==> src/rtl/isqrt_pkg.sv <==
// rtl/isqrt_pkg.sv - shared types and sizing helpers for the sequential integer square root
// Contents: state_e FSM encoding, root_w() root width, cnt_w() iteration counter width.
package isqrt_pkg;

  typedef enum logic [1:0] {
    IDLE = 2'd0,
    CALC = 2'd1,
    DONE = 2'd2
  } state_e;

  // Root width is always half the radicand width.
  function automatic int root_w(input int width);
    return width / 2;
  endfunction

  // Counter runs ROOT_W-1 down to 0.
  function automatic int cnt_w(input int width);
    return $clog2(width / 2);
  endfunction

endpackage

==> src/rtl/isqrt_seq_if.sv <==
// rtl/isqrt_seq_if.sv - operand/result handshake bundle for isqrt_seq
// master: drives x_in, x_ready; observes busy, y_out, r_out, y_ready.
// slave : the root unit; samples x_in, x_ready; drives busy, y_out, r_out, y_ready.
interface isqrt_seq_if #(parameter int WIDTH = 8);
  import isqrt_pkg::*;

  localparam int ROOT_W = root_w(WIDTH);

  logic [WIDTH-1:0]  x_in;
  logic              x_ready;
  logic              busy;
  logic [ROOT_W-1:0] y_out;
  logic [ROOT_W:0]   r_out;
  logic              y_ready;

  modport master (
    output x_in, x_ready,
    input  busy, y_out, r_out, y_ready
  );

  modport slave (
    input  x_in, x_ready,
    output busy, y_out, r_out, y_ready
  );

endinterface

==> src/rtl/isqrt_step.sv <==
// rtl/isqrt_step.sv - one combinational digit of the square-root recurrence
// Inputs : rem_i (partial remainder), root_i (partial root), bits_i (next two radicand bits).
// Outputs: rem_o (next partial remainder), bit_o (next root bit).
module isqrt_step #(
  parameter int ROOT_W = 4
) (
  input  logic [ROOT_W+1:0] rem_i,
  input  logic [ROOT_W-1:0] root_i,
  input  logic [1:0]        bits_i,
  output logic [ROOT_W+1:0] rem_o,
  output logic              bit_o
);

  logic [ROOT_W+1:0] shifted;
  logic [ROOT_W+1:0] trial;
  logic              unused_rem_hi;

  // The incoming remainder never exceeds 2*root, so its top two bits are
  // zero and drop out when the next two radicand bits are shifted in.
  assign shifted       = {rem_i[ROOT_W-1:0], bits_i};
  assign unused_rem_hi = ^rem_i[ROOT_W+1:ROOT_W];

  // The true trial value lies strictly inside +/-2^(ROOT_W+1), so the
  // wrap-around subtraction at this width yields a correct sign bit.
  assign trial = shifted - {root_i, 2'b01};
  assign bit_o = ~trial[ROOT_W+1];
  assign rem_o = bit_o ? trial : shifted;

endmodule

==> src/rtl/isqrt_seq.sv <==
// rtl/isqrt_seq.sv - sequential integer square root, one root bit per clock
// Ports: clk, rst (async, active high), bus (isqrt_seq_if.slave: x_in, x_ready,
//        busy, y_out, r_out, y_ready).
// Option: ISQRT_ROUND_EN makes y_out round-to-nearest (saturating); r_out stays the floor remainder.
module isqrt_seq
  import isqrt_pkg::*;
#(
  parameter int WIDTH = 8
) (
  input  logic        clk,
  input  logic        rst,
  isqrt_seq_if.slave  bus
);

  localparam int ROOT_W = root_w(WIDTH);
  localparam int CW     = cnt_w(WIDTH);
  localparam logic [CW-1:0] CNT_INIT = CW'(ROOT_W - 1);

  if ((WIDTH % 2) != 0 || WIDTH < 4) begin : g_bad_width
    $error("isqrt_seq: WIDTH must be even and at least 4");
  end

  state_e            state_q, state_d;
  logic [WIDTH-1:0]  rad_q, rad_d;
  logic [ROOT_W-1:0] root_q, root_d;
  logic [ROOT_W+1:0] rem_q, rem_d;
  logic [CW-1:0]     cnt_q, cnt_d;
  logic [ROOT_W-1:0] y_q, y_d;
  logic [ROOT_W:0]   r_q, r_d;

  logic [ROOT_W+1:0] step_rem;
  logic              step_bit;
  logic [ROOT_W-1:0] root_next;
  logic [ROOT_W-1:0] y_fin;

  isqrt_step #(.ROOT_W(ROOT_W)) u_step (
    .rem_i  (rem_q),
    .root_i (root_q),
    .bits_i (rad_q[WIDTH-1 -: 2]),
    .rem_o  (step_rem),
    .bit_o  (step_bit)
  );

  assign root_next = {root_q[ROOT_W-2:0], step_bit};

`ifdef ISQRT_ROUND_EN
  // Round up when the remainder exceeds the floor root, i.e. x > y^2 + y.
  always_comb begin
    y_fin = root_next;
    if (step_rem > {2'b00, root_next} && root_next != '1) begin
      y_fin = root_next + ROOT_W'(1);
    end
  end
`else
  assign y_fin = root_next;
`endif

  always_ff @(posedge clk or posedge rst) begin
    if (rst) begin
      state_q <= IDLE;
      rad_q   <= '0;
      root_q  <= '0;
      rem_q   <= '0;
      cnt_q   <= '0;
      y_q     <= '0;
      r_q     <= '0;
    end else begin
      state_q <= state_d;
      rad_q   <= rad_d;
      root_q  <= root_d;
      rem_q   <= rem_d;
      cnt_q   <= cnt_d;
      y_q     <= y_d;
      r_q     <= r_d;
    end
  end

  always_comb begin
    state_d = state_q;
    rad_d   = rad_q;
    root_d  = root_q;
    rem_d   = rem_q;
    cnt_d   = cnt_q;
    y_d     = y_q;
    r_d     = r_q;

    case (state_q)
      IDLE, DONE: begin
        state_d = IDLE;
        if (bus.x_ready) begin
          rad_d   = bus.x_in;
          root_d  = '0;
          rem_d   = '0;
          cnt_d   = CNT_INIT;
          state_d = CALC;
        end
      end
      CALC: begin
        rad_d  = {rad_q[WIDTH-3:0], 2'b00};
        rem_d  = step_rem;
        root_d = root_next;
        if (cnt_q == '0) begin
          y_d     = y_fin;
          r_d     = step_rem[ROOT_W:0];
          state_d = DONE;
        end else begin
          cnt_d = cnt_q - CW'(1);
        end
      end
      default: state_d = IDLE;
    endcase
  end

  assign bus.busy    = (state_q == CALC);
  assign bus.y_ready = (state_q == DONE);
  assign bus.y_out   = y_q;
  assign bus.r_out   = r_q;

endmodule

==> src/flat_wrapper.sv <==
// flat-port wrapper written by rule: the top's interface ports become plain ports
module isqrt_seq_flat import isqrt_pkg::*;
#(
  parameter int WIDTH = 8
)
  (clk, rst, bus_x_in, bus_x_ready, bus_busy, bus_y_out, bus_r_out, bus_y_ready);
  isqrt_seq_if #(.WIDTH(WIDTH)) bus_i ();
  input  logic clk;
  input  logic rst;
  input wire logic [$bits(bus_i.x_in)-1:0] bus_x_in;
  input wire logic [$bits(bus_i.x_ready)-1:0] bus_x_ready;
  output wire logic [$bits(bus_i.busy)-1:0] bus_busy;
  output wire logic [$bits(bus_i.y_out)-1:0] bus_y_out;
  output wire logic [$bits(bus_i.r_out)-1:0] bus_r_out;
  output wire logic [$bits(bus_i.y_ready)-1:0] bus_y_ready;
  assign bus_i.x_in = bus_x_in;
  assign bus_i.x_ready = bus_x_ready;
  assign bus_busy = bus_i.busy;
  assign bus_y_out = bus_i.y_out;
  assign bus_r_out = bus_i.r_out;
  assign bus_y_ready = bus_i.y_ready;
  isqrt_seq #(.WIDTH(WIDTH)) u_core (.clk(clk), .rst(rst), .bus(bus_i));
endmodule
==> config.mk <==
export PLATFORM = sky130hd
export DESIGN_NAME = isqrt_seq_flat
export DESIGN_NICKNAME = d
export VERILOG_FILES = /design/src/rtl/isqrt_pkg.sv /design/src/rtl/isqrt_seq_if.sv /design/src/rtl/isqrt_step.sv /design/src/rtl/isqrt_seq.sv /design/src/flat_wrapper.sv
export SDC_FILE = /design/constraint.sdc
export NUM_CORES = 1
export LEC_CHECK = 0
export ABC_CLOCK_PERIOD_IN_PS = 6100
export BUFFER_PORTS_ARGS = -buffer_cell sky130_fd_sc_hd__buf_2
export CELL_PAD_IN_SITES_DETAIL_PLACEMENT = 1
export CELL_PAD_IN_SITES_GLOBAL_PLACEMENT = 2
export CORE_AREA = 5 5 68 70
export CTS_BUF_LIST = sky130_fd_sc_hd__clkbuf_8 sky130_fd_sc_hd__clkbuf_16
export DETAILED_ROUTE_END_ITERATION = 16
export DIE_AREA = 0 0 73 75
export PLACE_DENSITY = 0.88
export SETUP_SLACK_MARGIN = 0.5
export SLEW_MARGIN = 20
export SYNTH_ARGS = -nofsm -noshare
export SYNTH_HDL_FRONTEND = slang
export SYNTH_SLANG_ARGS = --single-unit
export TNS_END_PERCENT = 10
==> constraint.sdc <==
create_clock -name clk -period 6.1 [get_ports clk]
set_clock_uncertainty 0.15 [all_clocks]
set_input_delay 0.305 -clock clk [delete_from_list [all_inputs] [get_ports clk]]
set_output_delay 0.305 -clock clk [all_outputs]
set_load 0.005 [all_outputs]
After elaboration in Yosys (flattened, before gate mapping)
Cells that the tools add are included.
{"block": "op_classes", "n_lt_le_gt_ge": 0, "n_addsub": 2, "multipliers": 0, "n_bitwise": 1, "n_reduce_logical": 7, "n_eq_ne": 5, "n_div": 0, "muxes": 13, "shift": 0}
{"operator": "$pmux W4 S2", "count": 2}
{"operator": "$pmux W8 S2", "count": 1}
{"operator": "$mux W4", "count": 2}
{"operator": "$mux W8", "count": 1}
{"operator": "$pmux W2 S2", "count": 2}
{"operator": "$mux W2", "count": 3}
{"operator": "$sub A6 B6 Y6", "count": 1}
{"operator": "$mux W5", "count": 1}
{"operator": "$logic_not A2 Y1", "count": 2}
{"operator": "$ne A2 B2 Y1 const B", "count": 2}
{"operator": "$reduce_and A2 Y1", "count": 2}
{"operator": "$reduce_and A3 Y1", "count": 1}
{"operator": "$eq A2 B1 Y1 const B", "count": 1}
{"operator": "$eq A2 B2 Y1 const B", "count": 1}
{"operator": "$ne A2 B1 Y1 const B", "count": 1}
{"operator": "$reduce_bool A2 Y1", "count": 1}
{"operator": "$reduce_or A2 Y1", "count": 1}
{"operator": "$sub A2 B1 Y2 const B", "count": 1}
{"operator": "$mux W1", "count": 1}
{"operator": "$not A1 Y1", "count": 1}
{"block": "totals", "output_inout_bits": 11, "word_cells": 35, "latchBits": 0, "in_bits": 11, "mem_bits_ro": 0, "mem_bits_rw": 0, "regBits": 29, "n_memories": 0}

Logic depth before layout (Yosys ltp)
Gate-level depths: netlist (run 1).
{"block": "logic_depth", "word_depth": 4, "mapped_depth": 7}

Modules after synthesis
A second synthesis (run 1) with hierarchy kept.
{"block": "hier_totals", "hier_cells": 163, "hier_area_um2": 1794.2}
{"module": "isqrt_seq", "cells_per_inst": 131, "area_per_inst_um2": 1531.5, "instances": 1, "seq_area_each_um2": 775.7}
{"module": "isqrt_step", "cells_per_inst": 32, "area_per_inst_um2": 262.8, "instances": 1, "seq_area_each_um2": 0.0}

Worst setup path after synthesis (run 1)
OpenSTA, ideal clock, no wires.
{"block": "synth_path", "path_kind": "register to register", "start": "register u_core.rem_q[1]", "end": "register u_core.r_q[1] (netlist: u_core.bus.r_out[1])", "path_slack_ps": 4119, "path_buffers": 0, "arrival_time_ps": 1705, "path_stages_with_launch": 7, "synth_period_minus_slack_ps": 1981, "required_time_ps": 5825, "cell_sequence": "dfrtp_1 -> ha_1 -> nor3_2 -> a211oi_2 -> xnor2_2 -> mux2i_1 -> mux2_4"}
{"block": "synth_via", "elab_chain_len": 2}
{"element": "from (decl)", "line_no": "isqrt_seq.sv:26", "rtl": "logic [ROOT_W+1:0] rem_q, rem_d;"}
{"element": "from (signal assigned)", "line_no": "isqrt_seq.sv:71", "rtl": "rem_q <= rem_d;"}
{"element": "$sub A6 B6 Y6", "line_no": "isqrt_step.sv:25", "rtl": "assign trial = shifted - {root_i, 2'b01};"}
{"element": "$mux W5", "line_no": "isqrt_step.sv:27", "rtl": "assign rem_o = bit_o ? trial : shifted;"}
{"element": "to (signal assigned)", "line_no": "isqrt_seq.sv:74", "rtl": "r_q <= r_d;"}
{"element": "to (decl)", "line_no": "isqrt_seq.sv:29", "rtl": "logic [ROOT_W:0] r_q, r_d;"}
No other way between the ends.
A chain may end at the register's enable or synchronous reset.

Worst setup path after layout (run 1)
Same ends and word-level chain as after synthesis.

==> run_results.csv, run 1 <==
group,metric,value,unit
clock_tree,h-tree-depth,2,
timing,hold_viol,29,
placed_design,placed_cells,209,
floorplanning,die_w,73,um
grt,grt_overflow,0,
clock_tree,cts_num_sinks,29,
timing,setup_viol,0,
grt,grt_pass1_vias,1203,
grt,busiest_layer,"met2",
final_layout,layout_common_cells,"dfrtp_1 (29), buf_2 (21), nand2_1 (16)",
clock_tree,hold_buffers,0,
floorplanning,placementRows,23,
clock_tree,ctsResizeCount,0,
placed_design,place_hpwl,2410,um
synthesis,synth_seq_cells,29,
final_layout,layout_commonest_cell,"dfrtp_1",
floorplanning,start_util,37.2,%
clock_tree,tritoncts,"done",
power_and_ir_drop,power,0.00110,W
setup_path,cpLargestDelayFamily,"multiplexers",
final_layout,stdcell_count,217,
synthesis,synth.top_cell.area_share,49.8,%
clock_tree,post_cts_buffers,0,
drt,num_vias,1072,
timing,hold_ws,-0.0532,ns
timing,slew_headroom,58.8,%
synthesis,syn_area,1460,um^2
clock_tree,clk_latency,0.28,ns
final_layout,seq_area,726,um^2
worst_hold_path,hold_class,"input pin to asynchronous set/reset pin",
drt,ant_nets,0,
placed_design,portBuffers,21,
timing,rsz0062_at_grt,"false",
placed_design,place.gp.congestion,0.736,
flow_run,cap_violations,0,
drt,drtPass1Iterations,4,
floorplanning,die_area,5480,um^2
setup_path,slowest_stage,"xnor2_2",
setup_path,cp-end-kind,"flip-flop",
drt,route.detailed.drc,0,
synthesis,yosys-top-cells-area,"dfrtp_1 (50%), mux2i_1 (8.2%), ha_1 (4.3%)",
setup_path,crit_buf_inv,0,
synthesis,synth_nets,159,
drt,wl,3190,um
timing,period_share,36.7,%
synthesis,synth_area_leader_cell,"dfrtp_1",
final_layout,num_antenna_cells,0,
setup_path,critPathKind,"flip-flop to flip-flop",
synthesis,synthFlopType,"dfrtp_1",
drt,drt-vias-per-instance,4.94,
power_and_ir_drop,power_density,646,nW/um^2
floorplanning,core_area,3910,um^2
synthesis,synth_edf_count,0,
grt,met3_usage,4.27,%
final_layout,drive_gt1_share,22.2,%
grt,grt_max_degree,30,
grt,grt_first_pass_wirelength,5590,um
power_and_ir_drop,peakVddDrop,192,uV
run_status,violations,"hold timing",
drt,wl_per_cell,14.7,um
floorplanning,io_pins,22,
final_layout,multi_input_area,669,um^2
clock_tree,root_buffer,"clkbuf_8",
timing,tightest_slew,0.617,ns
setup_path,startpoint_type,"flip-flop",
clock_tree,cts_made_buffers,5,
setup_path,cp.arrival,2.25,ns
final_layout,fillers,473,
grt,grtUsageMet1,15.7,%
synthesis,yosysWarnings,0,
drt,drtIter0Drc,32,
setup_path,critPathMaxStageDelay,0.44,ns
clock_tree,cts.clk_slew.worst_paths,0.07,ns
setup_path,critPathRequiredTime,6.12,ns
synthesis,ys_seq_area_share,49.8,%
setup_path,path_max_fanout,7,
timing,final_max_slew_viol_count,0,
synthesis,async_flop_share,100,%
run_status,status,"complete, but fails checks",
synthesis,synth_cells,143,
power_and_ir_drop,leakagePower,0.834,nW
floorplanning,die_h,75,um
timing,fmax,447,MHz
timing,fin_crit,2.24,ns
clock_tree,clk_path_buf_depth,2,
final_layout,final_nets,182,
grt,antenna_found_initial,0,
synthesis,synthDistinctLibCells,29,
synthesis,avgSynthCellArea,10.2,um^2
grt,grtUsageTotal,13.2,%
grt,use_met2,22.9,%
final_layout,syn2layout_area_growth,17.0,%
timing,setup_tns,0,ns
setup_path,worstPathCellList,"ha_1 -> nor3_2 -> a211oi_2 -> xnor2_2 -> mux2i_1 -> mux2_4",
==> per-stage QoR <==
stage	cell area, um^2	utilization (%)	worst slack [ns]	hold WS, ns
detailed placement	1600	41.0	3.85	0.320
global route	1710	43.6	3.73	0.00858
finish	1710	43.6	3.86	-0.0532
CTS	1710	43.6	3.84	0.168
floorplan	1460	-	4.12	0.233
global placement	1600	41.0	3.86	0.310
==> path summary, 6_finish.rpt <==
check | start | endpoint | slack, ns | cells after the start
setup / recovery | u_core.rem_q[1] | u_core.bus.r_out[1] | 3.86 | 6
hold / removal | rst | u_core.state_q[0] | -0.05 | 2
setup reg to reg | u_core.rem_q[1] | u_core.bus.r_out[1] | 3.86 | 6
hold reg to reg | u_core.cnt_q[0] | u_core.cnt_q[0] | 0.32 | 1
max in group asynchronous | rst | u_core.bus.y_out[1] | 5.45 | 2
min in group clk | bus_x_in[3] | u_core.rad_q[3] | 0.17 | 3
==> routing by layer <==
metal  routed length (um)  share of wire (%)
met2                 1600                 50
met1                 1370                 43
met4                   42                1.3
met3                  168                5.3
met5                    0                  0
==> synth_stat cells (all sizes together) (2+ instances only) <==
master	count
nand2b	3
mux2	2
xnor2	4
xor2	2
inv	11
o21ai	17
a211oi	5
nor2	6
a22o	2
nor2b	5
ha	5
nand2	17
clkbuf	2
nor3	3
mux2i	12
buf	3
a21oi	10
o211a	2
nand3	2
dfrtp	29
==> flip-flops by register name (all words and copies together), names as in the netlist <==
signal	flops
u_core.bus.r_out	5
u_core.cnt_q	2
u_core.rad_q	8
u_core.rem_q	4
u_core.state_q	2
u_core.bus.y_out	4
u_core.root_q	4
==> worst register-to-register path, cell delays in order (launching register included) <==
cell      delay, ns
dfrtp_1        0.40
ha_1           0.37
nor3_2         0.20
a211oi_2       0.07
xnor2_2        0.45
mux2i_1        0.20
mux2_4         0.29
==> cell families (layout without fill, tap and decap cells) <==
logic type,after synthesis,in the layout,synth area share [%]
XOR/XNOR,6,6,4.12
flip-flops,29,29,49.8
buffers and inverters,16,40,4.29
adder cells (fa/ha/maj),5,5,4.29
AND/OR/NAND/NOR,36,36,11.9
multiplexers,14,14,10.0
AO/OA/AOI/OAI,37,37,15.5
==> area by class of cell <==
type	instances	area share, %
sequential	29	42.6
inverter	11	2.42
multi-input combinational	98	39.3
timing repair buffer	21	6.16
clock inverter	1	0.293
clock buffer	7	5.65
tap	50	3.67
==> report_power, final <==
| group | total [W] | switching (W) | internal, W | leakage (nW) |
|---|---|---|---|---|
| clock network | 0.000177 | 0.0000752 | 0.000102 | 0.0542 |
| registers | 0.000360 | 0.0000776 | 0.000282 | 0.359 |
| logic | 0.000565 | 0.000310 | 0.000255 | 0.420 |
No activity file was read; power rests on OpenSTA's default activity.
==> run 2: changes to the inputs <==
--- a/config.mk
+++ b/config.mk
@@ -5,15 +5,15 @@
 export SDC_FILE = /design/constraint.sdc
 export NUM_CORES = 1
 export LEC_CHECK = 0
-export ABC_CLOCK_PERIOD_IN_PS = 6100
+export ABC_CLOCK_PERIOD_IN_PS = 2200
 export BUFFER_PORTS_ARGS = -buffer_cell sky130_fd_sc_hd__buf_2
 export CELL_PAD_IN_SITES_DETAIL_PLACEMENT = 1
 export CELL_PAD_IN_SITES_GLOBAL_PLACEMENT = 2
-export CORE_AREA = 5 5 68 70
+export CORE_AREA = 5 5 71 73
 export CTS_BUF_LIST = sky130_fd_sc_hd__clkbuf_8 sky130_fd_sc_hd__clkbuf_16
 export DETAILED_ROUTE_END_ITERATION = 16
-export DIE_AREA = 0 0 73 75
-export PLACE_DENSITY = 0.88
+export DIE_AREA = 0 0 76 78
+export PLACE_DENSITY = 0.81
 export SETUP_SLACK_MARGIN = 0.5
 export SLEW_MARGIN = 20
 export SYNTH_ARGS = -nofsm -noshare
==> constraint.sdc (replaced) <==
create_clock -name clk -period 2.2 [get_ports clk]
set_clock_uncertainty 0.15 [all_clocks]
set_input_delay 0.11 -clock clk [delete_from_list [all_inputs] [get_ports clk]]
set_output_delay 0.11 -clock clk [all_outputs]
set_load 0.005 [all_outputs]
==> run 2 against run 1 <==
Effect of this change:
- the run now ends clean
- design area grew 15%
- power grew to 3.4 times the previous value
- sequential power rose to 2.7 times the previous value
- clock-buffer cell count fell by 1
- clock power increased by 140%
- non-clock buffer count increased by 21
- worst setup slack got worse by 3.7 ns
- register-to-register slack worse by 3.7 ns
- final cell count grew 10%
- combinational power grew to 4.2 times the previous value
- critical path depth rose by 1
- via count increased by 11%
- critical path type unchanged
- critical endpoint unchanged
- largest power group unchanged
==> run_results.csv, run 2 (synthesized netlist as in run 1, its figures left out) <==
group,metric,value,unit
drt,drt-vias-per-instance,4.98,
final_layout,multi_input_area,748,um^2
clock_tree,cts.clk_slew.worst_paths,0.06,ns
final_layout,final_nets,203,
final_layout,fillers,489,
clock_tree,clk_latency,0.28,ns
floorplanning,core_area,4290,um^2
drt,wl,3430,um
final_layout,seq_area,726,um^2
timing,rsz0062_at_grt,"true",
grt,use_met2,22.0,%
grt,grt_first_pass_wirelength,6070,um
setup_path,cp.arrival,2.00,ns
timing,setup_viol,0,
floorplanning,start_util,33.9,%
drt,wl_per_cell,14.4,um
grt,grt_pass1_vias,1239,
floorplanning,die_w,76,um
final_layout,largest_reg_flops,8,
floorplanning,die_area,5930,um^2
setup_path,path_max_fanout,4,
timing,fin_crit,2.00,ns
grt,met3_usage,3.82,%
timing,tightest_slew,0.389,ns
placed_design,portBuffers,21,
floorplanning,io_pins,22,
drt,ant_nets,0,
drt,drtIter0Drc,71,
timing,period_share,90.8,%
floorplanning,die_h,78,um
final_layout,syn2layout_area_growth,34.1,%
clock_tree,h-tree-depth,2,
power_and_ir_drop,leakagePower,0.932,nW
final_layout,layout_common_cells,"dfrtp_1 (29), buf_2 (21), nand2_1 (16)",
drt,drtPass1Iterations,4,
final_layout,regMostFlops,"u_core.rad_q",
flow_run,cap_violations,0,
grt,grt_max_degree,30,
floorplanning,placementRows,24,
placed_design,place.gp.congestion,0.727,
clock_tree,clk_path_buf_depth,2,
run_status,status,"finished, final reports clean",
grt,grtUsageTotal,12.7,%
timing,setup_ws,0.203,ns
power_and_ir_drop,peakVddDrop,665,uV
clock_tree,root_buffer,"clkbuf_8",
drt,route.detailed.drc,0,
final_layout,drive_gt1_share,31.6,%
timing,slew_headroom,74.1,%
final_layout,num_antenna_cells,0,
clock_tree,cts_num_sinks,29,
drt,num_vias,1190,
grt,grtUsageMet1,14.2,%
timing,setup_tns,0,ns
grt,busiest_layer,"met2",
setup_path,cp-end-kind,"flip-flop",
power_and_ir_drop,power_density,1940,nW/um^2
grt,grt_overflow,0,
clock_tree,tritoncts,"done",
setup_path,startpoint_type,"flip-flop",
timing,fmax,501,MHz
placed_design,place_hpwl,2470,um
setup_path,critPathKind,"flip-flop to flip-flop",
setup_path,critPathRequiredTime,2.21,ns
timing,final_max_slew_viol_count,0,
worst_hold_path,hold_class,"input pin to flip-flop",
placed_design,dp_slack,0.0835,ns
timing,hold_viol,0,
clock_tree,cts_made_buffers,5,
final_layout,layout_commonest_cell,"dfrtp_1",
grt,antenna_found_initial,0,
-- run 2: cell count changes in the layout (fill, tap and decap cells not counted), moves of 3 or more --
cell	before	now
ha_1	5	2
mux2i_1	12	9
inv_2	1	4
ha_4	0	3
dlygate4sd3_1	0	7
buf_4	0	12
-- run 2: power by group --
part | leakage (nW) | internal (W) | switching [W]
clock network | 0.0485 | 0.000243 | 0.000187
logic | 0.524 | 0.00128 | 0.00111
registers | 0.359 | 0.000783 | 0.000188
total | 0.932 | 0.00231 | 0.00148
-- run 2: worst max-delay path, stage by stage (launching register included) --
cell and delay (ns):
dfrtp_1 0.43, ha_4 0.32, nor3_4 0.04, a211oi_2 0.25
xnor2_2 0.10, buf_6 0.15, mux2i_4 0.18, mux2_4 0.26
-- run 2: metrics by stage --
stage | cell area, um^2 | instances | power [W] | hold WS, ns | utilization [%]
4_1_cts | 1890 | 235 | 0.00357 | 0.0477 | 44.1
5_1_grt | 1950 | 239 | 0.00411 | 0.0651 | 45.5
6_report | 1950 | 239 | 0.00379 | 0.0561 | 45.5
3_3_place_gp | 1660 | 215 | 0.00261 | 0.0464 | 38.7
3_5_place_dp | 1660 | 215 | 0.00270 | 0.0563 | 38.7
2_1_floorplan | 1480 | 143 | 0.00223 | 0.0381 | -
-- run 2: final cells by class --
class                      instances  area share, %
clock buffer                       6           4.23
sequential                        29           37.1
tap                               52           3.33
multi-input combinational         98           38.3
timing repair buffer              42           14.7
clock inverter                     1          0.192
inverter                          11           2.11
-- run 2: what timing repair did --
item,CTS,global route
buffers inserted,6,4
pin swaps,3,5
endpoints found under the setup margin,11,19
resized for setup,6,7
cloned,0,0
hold buffers,7,0
hold endpoints to repair,35,0
-- run 2: final timing paths --
| check | start | end | slack (ns) | cells after the start |
|---|---|---|---|---|
| setup / recovery | u_core.rem_q[1] | u_core.bus.r_out[1] | 0.20 | 7 |
| hold / removal | bus_x_in[7] | u_core.rad_q[7] | 0.06 | 4 |
| hold reg to reg | u_core.bus.r_out[2] | u_core.bus.r_out[2] | 0.33 | 2 |
| min in group asynchronous | rst | u_core.rad_q[7] | 0.29 | 4 |
| setup reg to reg | u_core.rem_q[1] | u_core.bus.r_out[1] | 0.20 | 7 |
| max in group asynchronous | rst | u_core.rad_q[0] | 1.34 | 4 |
-- run 2: metal layers --
layer	vias to the layer above	part of all wire (%)
met5	-	0
met4	0	0.82
met3	6	4.9
met2	24	52
met1	581	42
li1	579	-
==> run 3: changes to the inputs <==
--- a/config.mk
+++ b/config.mk
@@ -13,7 +13,8 @@
 export CTS_BUF_LIST = sky130_fd_sc_hd__clkbuf_8 sky130_fd_sc_hd__clkbuf_16
 export DETAILED_ROUTE_END_ITERATION = 16
 export DIE_AREA = 0 0 76 78
-export PLACE_DENSITY = 0.81
+export MAX_ROUTING_LAYER = met4
+export PLACE_DENSITY_LB_ADDON = 0.08
 export SETUP_SLACK_MARGIN = 0.5
 export SLEW_MARGIN = 20
 export SYNTH_ARGS = -nofsm -noshare
==> run 3 against run 2 <==
Effect of this change:
- largest cell class unchanged
- design area grew 2.7%
- routed wire length grew 6.1%
- utilization increased by 1.2 points
- first-iteration DRC count decreased by 41%
- highest routed layer unchanged
- critical path depth increased by 1
- global-route usage up 0.70 points
- critical endpoint unchanged
- clock-buffer cell count unchanged
- sequential share of layout area decreased by 0.91 points
- non-clock buffer count up 2
- die area unchanged
- worst setup slack improved by 0.0022 ns
==> run_results.csv, run 3 (synthesized netlist as in run 1, its figures left out) <==
group,metric,value,unit
run_status,status,"finished, final reports clean",
final_layout,final_nets,205,
timing,setup_tns,0,ns
grt,grt_max_degree,20,
setup_path,cp.arrival,2.01,ns
grt,grtUsageTotal,13.4,%
drt,dr_wl_met3,132,um
final_layout,syn2layout_area_growth,37.7,%
timing,rsz0062_at_grt,"true",
timing,setup_viol,0,
floorplanning,die_w,76,um
drt,route.detailed.drc,0,
final_layout,num_antenna_cells,0,
grt,grt_overflow,0,
clock_tree,cts_num_sinks,29,
drt,drt-vias-per-instance,4.99,
clock_tree,h-tree-depth,2,
timing,slew_headroom,70.1,%
flow_run,cap_violations,0,
placed_design,place.gp.congestion,0.754,
timing,hold_viol,0,
clock_tree,root_buffer,"clkbuf_8",
final_layout,stdcell_count,242,
drt,ant_nets,0,
drt,wirelength_met1,1420,um
placed_design,portBuffers,21,
floorplanning,io_pins,22,
floorplanning,die_h,78,um
drt,highest_layer,"met4",
drt,wl,3640,um
setup_path,cp-end-kind,"flip-flop",
setup_path,path_max_fanout,2,
drt,drtPass1Iterations,4,
floorplanning,core_area,4290,um^2
power_and_ir_drop,power_density,1990,nW/um^2
timing,tightest_slew,0.448,ns
setup_path,critPathKind,"flip-flop to flip-flop",
placed_design,place_hpwl,2640,um
final_layout,design_area,2010,um^2
final_layout,final_core_util,46.7,%
final_layout,layout_commonest_cell,"dfrtp_1",
floorplanning,start_util,33.9,%
floorplanning,die_area,5930,um^2
final_layout,drive_gt1_share,32.6,%
placed_design,place_area,1670,um^2
clock_tree,cts.clk_slew.worst_paths,0.06,ns
drt,drtIter0Drc,42,
clock_tree,cts_made_buffers,5,
grt,grt_pass1_vias,1325,
floorplanning,placementRows,24,
timing,period_share,90.7,%
setup_path,startpoint_type,"flip-flop",
drt,wl_met2,2000,um
power_and_ir_drop,peakVddDrop,659,uV
grt,grt_first_pass_wirelength,6200,um
drt,num_vias,1207,
power_and_ir_drop,leakagePower,0.953,nW
final_layout,regMostFlops,"u_core.rad_q",
timing,final_max_slew_viol_count,0,
clock_tree,clk_latency,0.28,ns
clock_tree,tritoncts,"done",
timing,fin_crit,1.99,ns
drt,wl_per_cell,15.0,um
final_layout,layout_common_cells,"dfrtp_1 (28), buf_2 (21), nand2_1 (16)",
grt,antenna_found_initial,0,
power_and_ir_drop,power,0.00399,W
placed_design,placed_cells,216,
timing,fmax,501,MHz
final_layout,largest_reg_flops,8,
clock_tree,clk_path_buf_depth,2,
worst_hold_path,hold_class,"input pin to flip-flop",
setup_path,critPathRequiredTime,2.21,ns
run 3: what timing repair did:
| item | CTS | global route |
|---|---|---|
| endpoints found under the setup margin | 11 | 16 |
| endpoints found under the hold margin | 16 | 0 |
| buffers inserted | 6 | 5 |
| hold buffers | 7 | 0 |
| gates resized for setup | 10 | 4 |
| pin swaps | 3 | 4 |
run 3: power by group:
| group | leakage (nW) | internal, W | switching (W) |
|---|---|---|---|
| clock network | 0.0626 | 0.000364 | 0.000206 |
| logic | 0.533 | 0.00131 | 0.00115 |
| registers | 0.358 | 0.000785 | 0.000177 |
| total | 0.953 | 0.00246 | 0.00153 |
run 3: path summary, 6_finish.rpt:
path / startpoint / slack, ns / endpoint / cells past startpoint
worst max register to register: u_core.root_q[0] / 0.21 / u_core.bus.r_out[1] / 8
worst max-delay path: u_core.root_q[0] / 0.21 / u_core.bus.r_out[1] / 8
worst min register to register: u_core.cnt_q[0] / 0.33 / u_core.cnt_q[0] / 1
worst min-delay path: bus_x_in[6] / 0.05 / u_core.rad_q[6] / 4
max in group asynchronous: rst / 1.02 / u_core.rem_q[1] / 4
min in group asynchronous: rst / 0.23 / u_core.rad_q[0] / 3
run 3: critical path, stage by stage, from the launching register on:
cell      delay [ns]
dfrtp_1         0.37
inv_2           0.07
ha_4            0.28
o21ai_4         0.06
a211oi_2        0.25
xnor2_2         0.11
buf_4           0.16
mux2i_4         0.18
mux2_4          0.26
run 3: per-layer routing:
layer	vias to the layer above	GRT usage, %
met3	9	3.70
met1	593	13.4
met2	24	24.2
met4	0	5.87
met5	-	-
li1	581	-
run 3: final cells by class:
class / instances / area [um^2]
Clock buffer: 6 / 82.6
Clock inverter: 2 / 33.8
Fill cell: 478 / 2290
Inverter: 11 / 41.3
Multi-Input combinational cell: 98 / 754
Sequential cell: 29 / 727
Tap cell: 52 / 65.1
Timing Repair Buffer: 44 / 303
run 3: stage by stage:
step	worst slack [ns]	hold slack, ns
after global routing	0.130	0.0687
after CTS	0.216	0.0370
after detailed placement	0.152	-0.00495
after global placement	0.203	-0.0140
after floorplan	0.294	0.0381
final	0.206	0.0488
